--- src/rtl/fb_draw_pkg.sv ---
// Shared types and default geometry for the rectangle drawer that feeds the
// write side of the double-buffered frame buffer.
package fb_draw_pkg;

    localparam int FB_WIDTH_DEFAULT  = 320;
    localparam int FB_HEIGHT_DEFAULT = 180;

    typedef enum logic [1:0] {
        OP_NOP   = 2'd0,
        OP_FILL  = 2'd1,
        OP_CLEAR = 2'd2,
        OP_SWAP  = 2'd3
    } draw_op_t;

    typedef enum logic [2:0] {
        ST_IDLE      = 3'd0,
        ST_SETUP     = 3'd1,
        ST_FILL      = 3'd2,
        ST_WAIT_SYNC = 3'd3,
        ST_SWAP      = 3'd4
    } state_t;

endpackage

--- src/rtl/fb_rect_clip.sv ---
// Combinational clip of a rectangle against the buffer: inclusive end corner
// plus an empty flag for rectangles that produce no pixels.
module fb_rect_clip
    import fb_draw_pkg::*;
#(
    parameter int FB_WIDTH  = FB_WIDTH_DEFAULT,
    parameter int FB_HEIGHT = FB_HEIGHT_DEFAULT,
    localparam int XW = $clog2(FB_WIDTH),
    localparam int YW = $clog2(FB_HEIGHT)
) (
    input  logic [XW-1:0] x,
    input  logic [YW-1:0] y,
    input  logic [XW:0]   w,
    input  logic [YW:0]   h,
    output logic [XW-1:0] x_end,
    output logic [YW-1:0] y_end,
    output logic          empty
);

    localparam int XSW = XW + 2;
    localparam int YSW = YW + 2;

    logic [XSW-1:0] x_sum_s, x_lim_s, x_full_s;
    logic [YSW-1:0] y_sum_s, y_lim_s, y_full_s;

    // Clamp the far edge to the buffer; the wide sums cannot overflow.
    always_comb begin
        x_sum_s = XSW'(x) + XSW'(w);
        y_sum_s = YSW'(y) + YSW'(h);
        if (x_sum_s > XSW'(FB_WIDTH)) begin
            x_lim_s = XSW'(FB_WIDTH);
        end else begin
            x_lim_s = x_sum_s;
        end
        if (y_sum_s > YSW'(FB_HEIGHT)) begin
            y_lim_s = YSW'(FB_HEIGHT);
        end else begin
            y_lim_s = y_sum_s;
        end
        x_full_s = x_lim_s - XSW'(1);
        y_full_s = y_lim_s - YSW'(1);
        // Upper-bit test catches the underflow of a zero-area origin rectangle.
        empty = (w == (XW+1)'(0)) || (h == (YW+1)'(0))
             || (XSW'(x) >= XSW'(FB_WIDTH)) || (YSW'(y) >= YSW'(FB_HEIGHT))
             || (x_full_s[XSW-1:XW] != 2'b00) || (y_full_s[YSW-1:YW] != 2'b00);
        x_end = x_full_s[XW-1:0];
        y_end = y_full_s[YW-1:0];
    end

endmodule

--- src/rtl/fb_rect_drawer.sv ---
// Command-driven pixel writer: clipped rectangle fills, full clears and
// frame-sync-aligned buffer swaps towards the frame buffer write port.
module fb_rect_drawer
    import fb_draw_pkg::*;
#(
    parameter int FB_WIDTH       = FB_WIDTH_DEFAULT,
    parameter int FB_HEIGHT      = FB_HEIGHT_DEFAULT,
    parameter int SWAP_WAIT_SYNC = 1,
    localparam int FB_SIZE = $clog2(FB_WIDTH * FB_HEIGHT),
    localparam int XW      = $clog2(FB_WIDTH),
    localparam int YW      = $clog2(FB_HEIGHT)
) (
    input  logic               clk_in,
    input  logic               rst_in,
    input  logic               cmd_valid_in,
    output logic               cmd_ready_out,
    input  logic [1:0]         cmd_op_in,
    input  logic [XW-1:0]      cmd_x_in,
    input  logic [YW-1:0]      cmd_y_in,
    input  logic [XW:0]        cmd_w_in,
    input  logic [YW:0]        cmd_h_in,
    input  logic [15:0]        cmd_color_in,
    input  logic               frame_sync_in,
    output logic [15:0]        write_data_out,
    output logic [FB_SIZE-1:0] write_addr_out,
    output logic               write_enable_out,
    output logic               swap_buffer_out,
    output logic               busy_out
);

    localparam logic [FB_SIZE-1:0] ROW_STEP = FB_SIZE'(FB_WIDTH);
    localparam logic [XW:0]        FULL_W   = (XW+1)'(FB_WIDTH);
    localparam logic [YW:0]        FULL_H   = (YW+1)'(FB_HEIGHT);

    state_t             state_r, state_next_s;
    draw_op_t           op_s;
    logic [XW-1:0]      x_start_r, x_end_r, x_end_next_s, x_r, x_next_s;
    logic [YW-1:0]      y_start_r, y_end_r, y_end_next_s, y_r, y_next_s;
    logic [XW:0]        w_r;
    logic [YW:0]        h_r;
    logic [15:0]        color_r;
    logic [FB_SIZE-1:0] row_base_r, row_base_next_s;
    logic [XW-1:0]      clip_x_end_s;
    logic [YW-1:0]      clip_y_end_s;
    logic               clip_empty_s;
    logic               accept_fill_s, accept_clear_s;

    assign op_s = draw_op_t'(cmd_op_in);

    fb_rect_clip #(
        .FB_WIDTH  (FB_WIDTH),
        .FB_HEIGHT (FB_HEIGHT)
    ) u_clip (
        .x     (x_start_r),
        .y     (y_start_r),
        .w     (w_r),
        .h     (h_r),
        .x_end (clip_x_end_s),
        .y_end (clip_y_end_s),
        .empty (clip_empty_s)
    );

    // Next-state, accept decode and raster counter advance.
    always_comb begin
        state_next_s    = state_r;
        x_next_s        = x_r;
        y_next_s        = y_r;
        row_base_next_s = row_base_r;
        x_end_next_s    = x_end_r;
        y_end_next_s    = y_end_r;
        accept_fill_s   = 1'b0;
        accept_clear_s  = 1'b0;
        case (state_r)
            ST_IDLE: begin
                if (cmd_valid_in) begin
                    case (op_s)
                        OP_FILL: begin
                            accept_fill_s = 1'b1;
                            state_next_s  = ST_SETUP;
                        end
                        OP_CLEAR: begin
                            accept_clear_s = 1'b1;
                            state_next_s   = ST_SETUP;
                        end
                        OP_SWAP: begin
                            if (SWAP_WAIT_SYNC != 0) begin
                                state_next_s = ST_WAIT_SYNC;
                            end else begin
                                state_next_s = ST_SWAP;
                            end
                        end
                        default: state_next_s = ST_IDLE;
                    endcase
                end else begin
                    state_next_s = ST_IDLE;
                end
            end
            ST_SETUP: begin
                if (clip_empty_s) begin
                    state_next_s = ST_IDLE;
                end else begin
                    state_next_s    = ST_FILL;
                    x_next_s        = x_start_r;
                    y_next_s        = y_start_r;
                    x_end_next_s    = clip_x_end_s;
                    y_end_next_s    = clip_y_end_s;
                    row_base_next_s = FB_SIZE'(y_start_r) * ROW_STEP;
                end
            end
            ST_FILL: begin
                // Counters name the pixel on the write port this cycle.
                if (x_r == x_end_r) begin
                    if (y_r == y_end_r) begin
                        state_next_s = ST_IDLE;
                    end else begin
                        x_next_s        = x_start_r;
                        y_next_s        = y_r + YW'(1);
                        row_base_next_s = row_base_r + ROW_STEP;
                    end
                end else begin
                    x_next_s = x_r + XW'(1);
                end
            end
            ST_WAIT_SYNC: begin
                if (frame_sync_in) begin
                    state_next_s = ST_SWAP;
                end else begin
                    state_next_s = ST_WAIT_SYNC;
                end
            end
            ST_SWAP: state_next_s = ST_IDLE;
            default: state_next_s = ST_IDLE;
        endcase
    end

    // State, captured command fields and registered outputs.
    always_ff @(posedge clk_in) begin
        if (rst_in) begin
            state_r          <= ST_IDLE;
            x_start_r        <= '0;
            y_start_r        <= '0;
            w_r              <= '0;
            h_r              <= '0;
            color_r          <= 16'h0000;
            x_end_r          <= '0;
            y_end_r          <= '0;
            x_r              <= '0;
            y_r              <= '0;
            row_base_r       <= '0;
            cmd_ready_out    <= 1'b1;
            busy_out         <= 1'b0;
            write_enable_out <= 1'b0;
            swap_buffer_out  <= 1'b0;
            write_addr_out   <= '0;
            write_data_out   <= 16'h0000;
        end else begin
            state_r    <= state_next_s;
            x_end_r    <= x_end_next_s;
            y_end_r    <= y_end_next_s;
            x_r        <= x_next_s;
            y_r        <= y_next_s;
            row_base_r <= row_base_next_s;
            if (accept_fill_s) begin
                x_start_r <= cmd_x_in;
                y_start_r <= cmd_y_in;
                w_r       <= cmd_w_in;
                h_r       <= cmd_h_in;
                color_r   <= cmd_color_in;
            end else if (accept_clear_s) begin
                x_start_r <= '0;
                y_start_r <= '0;
                w_r       <= FULL_W;
                h_r       <= FULL_H;
                color_r   <= cmd_color_in;
            end
            cmd_ready_out    <= (state_next_s == ST_IDLE);
            busy_out         <= (state_next_s != ST_IDLE);
            write_enable_out <= (state_next_s == ST_FILL);
            swap_buffer_out  <= (state_next_s == ST_SWAP);
            if (state_next_s == ST_FILL) begin
                write_addr_out <= row_base_next_s + FB_SIZE'(x_next_s);
                write_data_out <= color_r;
            end
        end
    end

endmodule

--- config.mk ---
export PLATFORM = sky130hd
export DESIGN_NAME = fb_rect_drawer
export DESIGN_NICKNAME = d
export VERILOG_FILES = /design/src/rtl/fb_draw_pkg.sv /design/src/rtl/fb_rect_clip.sv /design/src/rtl/fb_rect_drawer.sv
export SDC_FILE = /design/constraint.sdc
export NUM_CORES = 1
export LEC_CHECK = 0
export ABC_AREA = 1
export CELL_PAD_IN_SITES_DETAIL_PLACEMENT = 0
export CELL_PAD_IN_SITES_GLOBAL_PLACEMENT = 1
export CORE_MARGIN = 3
export CORE_UTILIZATION = 30
export CTS_CLUSTER_SIZE = 16
export DETAILED_ROUTE_END_ITERATION = 10
export PLACE_DENSITY_LB_ADDON = 0.1
export SLEW_MARGIN = 20
export SYNTH_ARGS = -nofsm -noshare
export SYNTH_HDL_FRONTEND = slang
export SYNTH_HIERARCHICAL = 1
export SYNTH_SLANG_ARGS = --single-unit
--- constraint.sdc ---
create_clock -name clk_in -period 9.6 [get_ports clk_in]
set_input_delay 1.92 -clock clk_in [delete_from_list [all_inputs] [get_ports clk_in]]
set_output_delay 1.92 -clock clk_in [all_outputs]
set_load 0.01 [all_outputs]
==> summary.txt <==
Outcome
  • Result of the run: complete, no violations

STA
  • Relative slew slack: 51.8%
  • Fin. Hold Viols: 0
  • Final clock skew: roughly 0.017 ns
  • Accumulated negative setup slack: 0 ns
  • Setup repair after global routing missed its margin: false
  • Maximum frequency from static timing analysis: around 0.16 GHz
  • Final number of setup-violating endpoints: 0
  • Min Clock Period, post-route: just over 6 ns
  • Slew of the pin with the lowest slew margin: between 0.7 and 0.8 ns
  • Portion of the clock cycle consumed by the worst path in the final layout: approximately 63%
  • Count of final max-slew check failures: 0

Die
  • Placeable Area: about 28000 um2
  • Boundary pin count: 94
  • Die W: approximately 180 um
  • Effective utilization at floorplan: between 30% and 40%
  • Row Count: 61
  • Floorplan die area: 31300 um2
  • Die H: ~180 um

Detailed routing
  • Mean routed wirelength per cell: about 15 um
  • Detailed-route DRC error count: 0
  • Total iterations of the first detailed-routing run: 4
  • Routed via count: 8098
  • Routed vias/inst: between 4 and 5
  • Remaining antenna violation count after routing: 0
  • Routed WL: ~26 mm
  • First DRT Iteration DRCs: 360

Placed design
  • Number of instances in the placed design: ~1.7k
  • Number of buffers inserted by port buffering: slightly above 90
  • Detailed-placement wirelength estimate: between 15 and 20 mm
  • RePlAce Congestion: between 0.8 and 0.9
  • Post-place instance area: between 9000 and 10000 um2

Critical path
  • Arrival @ worst endpoint: roughly 6.4 ns
  • Category of the worst setup path capture point: register
  • Cell type with the highest occurrence count on the critical path: sky130_fd_sc_hd__nand2_1
  • Required time worst endpoint: between 9 and 10 ns
  • Slowest cell delay on critical path: approximately 0.56 ns
  • Type of the worst setup path: register to register
  • Category of the worst setup path launch point: register
  • Highest fanout seen on the critical path: 38
  • Cell with the biggest individual delay on the critical path: sky130_fd_sc_hd__nor2_4

Power and ir drop
  • Worst supply voltage drop on vdd: 0.000114 V
  • Power per standard cell area: between 150 and 200 nW/um2
  • Static Leak: approximately 4.8 nW

CTS
  • Clk buf depth: 2
  • Root Buffer Master: sky130_fd_sc_hd__clkbuf_16
  • Worst-Skew Late Latency: approximately 0.43 ns
  • Gates resized, CTS repair: 0
  • Clk pin slew, worst setup/hold paths: around 0.080 ns
  • TritonCTS Sinks: roughly 140
  • TritonCTS clock tree: yes
  • H-tree depth: 4
  • Buffer count from post-CTS setup fixing: 0
  • Number of buffers added by the clock tree synthesis step: 17
  • Hold buffer count at CTS: 0

Yosys
  • Gate count after technology mapping: ~1.3k
  • Area fraction of the dominant cell type after synthesis: approximately a third
  • Count of state elements after synthesis: 141
  • Area contributors post-synth: sky130_fd_sc_hd__dfxtp_1, sky130_fd_sc_hd__nand2_1, sky130_fd_sc_hd__nor2_1
  • Total nets after synthesis: roughly 1.4k
  • Count of cell types in the netlist: 55
  • Yosys warns: 6
  • Cell type with the highest aggregate area in the netlist: sky130_fd_sc_hd__dfxtp_1
  • Seq/Total Area, Yosys: roughly a third
  • Post-Synthesis Cell Area: ~9000 um2
  • Synthesized area per cell: a little under 7 um2

Cells and area
  • Top library cells by usage in the layout, fill and taps aside: sky130_fd_sc_hd__nand2_1, sky130_fd_sc_hd__nor2_1, sky130_fd_sc_hd__inv_1, sky130_fd_sc_hd__dfxtp_1, sky130_fd_sc_hd__a21oi_1
  • Nets: 1467
  • Layout area overhead: 21.2%
  • Number of inserted diodes: 0
  • Final cell area excluding filler cells: around 11000 um2
  • Non-filler instance count after layout: ~1.8k
  • Layout cells sized above 1: a little under a tenth
  • Filler cell count in the final layout: 3071
  • Leading cell type in the layout, fill and taps excluded: sky130_fd_sc_hd__nand2_1

Global route
  • Wire length of the first global-routing pass: around 42 mm
  • Vias in the first global route: about 8k
  • Initial antenna violation count: 1
  • Largest net degree at the start of global routing: between 60 and 70
  • Total grt overflow: 0
  • Overall Global Routing Usage: 17.0%

Min path
  • Worst Hold Class: register to register

Run
  • MaxCap Viol Count: 0
==> path summary, 6_finish.rpt <==
path         cells past startpoint                  to     startpoint  slack [ns]
max reg2reg                     36  write_addr_out[12]   x_start_r[0]        3.51
max                             36  write_addr_out[12]   x_start_r[0]        3.51
min reg2reg                      2       row_base_r[1]  row_base_r[1]        0.45
min                              2       row_base_r[1]  row_base_r[1]        0.45
==> layout make-up <==
type	instances	area (um2)	area share, %
clock inverter	15	189	1.78
timing repair buffer	100	978	9.22
inverter	179	674	6.36
multi-input combinational	923	5050	47.6
tap	378	473	4.46
sequential	141	2820	26.6
clock buffer	17	425	4.01
==> metal layers <==
| layer | vias up | GRT usage, % | routed length [um] |
|---|---|---|---|
| met5 | - | 0 | 0 |
| met4 | 0 | 4.03 | 364 |
| met3 | 17 | 2.83 | 796 |
| met2 | 114 | 28.7 | 12000 |
| met1 | 3646 | 22.8 | 12700 |
| li1 | 4321 | - | - |
==> synthesized netlist by cell type, drive strengths merged <==
cell type,n
nand2,290
nor2,182
inv,176
dfxtp,141
a21oi,94
o21ai,89
nand3,69
ha,43
clkbuf,27
nand2b,19
buf,18
xor2,16
xnor2,13
nor3,12
a31oi,10
or2,9
nand4,8
o22ai,8
a22oi,7
nand3b,7
nor4,6
o221a,6
o221ai,6
a211oi,4
fa,4
o211ai,4
a21o,3
a221oi,3
clkinv,3
o21bai,3
o311ai,3
o2111ai,2
and2,1
o211a,1
o32ai,1
==> cells by family after synthesis <==
| logic type | share of synthesized area [%] |
|---|---|
| AND/OR/NAND/NOR | 31.5 |
| AO/OA/AOI/OAI | 16.0 |
| buffers and inverters | 10.2 |
| flip-flops | 32.2 |
| adder cells (fa/ha/maj) | 7.06 |
| XOR/XNOR | 3.07 |
==> power by group <==
part           switching, mW  total [mW]  internal, mW
combinational          0.327       0.519         0.192
sequential            0.0373       0.673         0.635
clock                  0.315       0.691         0.376
total                  0.680        1.88          1.20
==> registers in the layout, summed over array words and instances, names as in the netlist <==
| signal | count |
|---|---|
| busy_out | 1 |
| cmd_ready_out | 1 |
| color_r | 16 |
| h_r | 9 |
| row_base_r | 16 |
| state_r | 3 |
| swap_buffer_out | 1 |
| w_r | 10 |
| write_addr_out | 16 |
| write_data_out | 16 |
| write_enable_out | 1 |
| x_end_r | 9 |
| x_r | 9 |
| x_start_r | 9 |
| y_end_r | 8 |
| y_r | 8 |
| y_start_r | 8 |
==> critical path: cells and delay by family, from the launching register on <==
kind / cells / cell delay (ns)
compound gates: 2 / 0.34
flops: 1 / 0.35
buf+inv: 4 / 0.72
fa+ha+maj: 5 / 1.56
simple gates: 25 / 3.02
==> metrics by stage <==
step	util, %	power [mW]	hold slack, ns	setup slack (ns)
2_1_floorplan	-	1.04	0.426	4.65
3_3_place_gp	35.4	1.21	0.435	3.62
3_5_place_dp	35.4	1.21	0.441	3.44
4_1_cts	37.6	1.91	0.449	3.43
5_1_grt	37.6	2.01	0.460	2.69
6_report	37.6	1.88	0.446	3.51
Power figures use the tool's default switching activity.
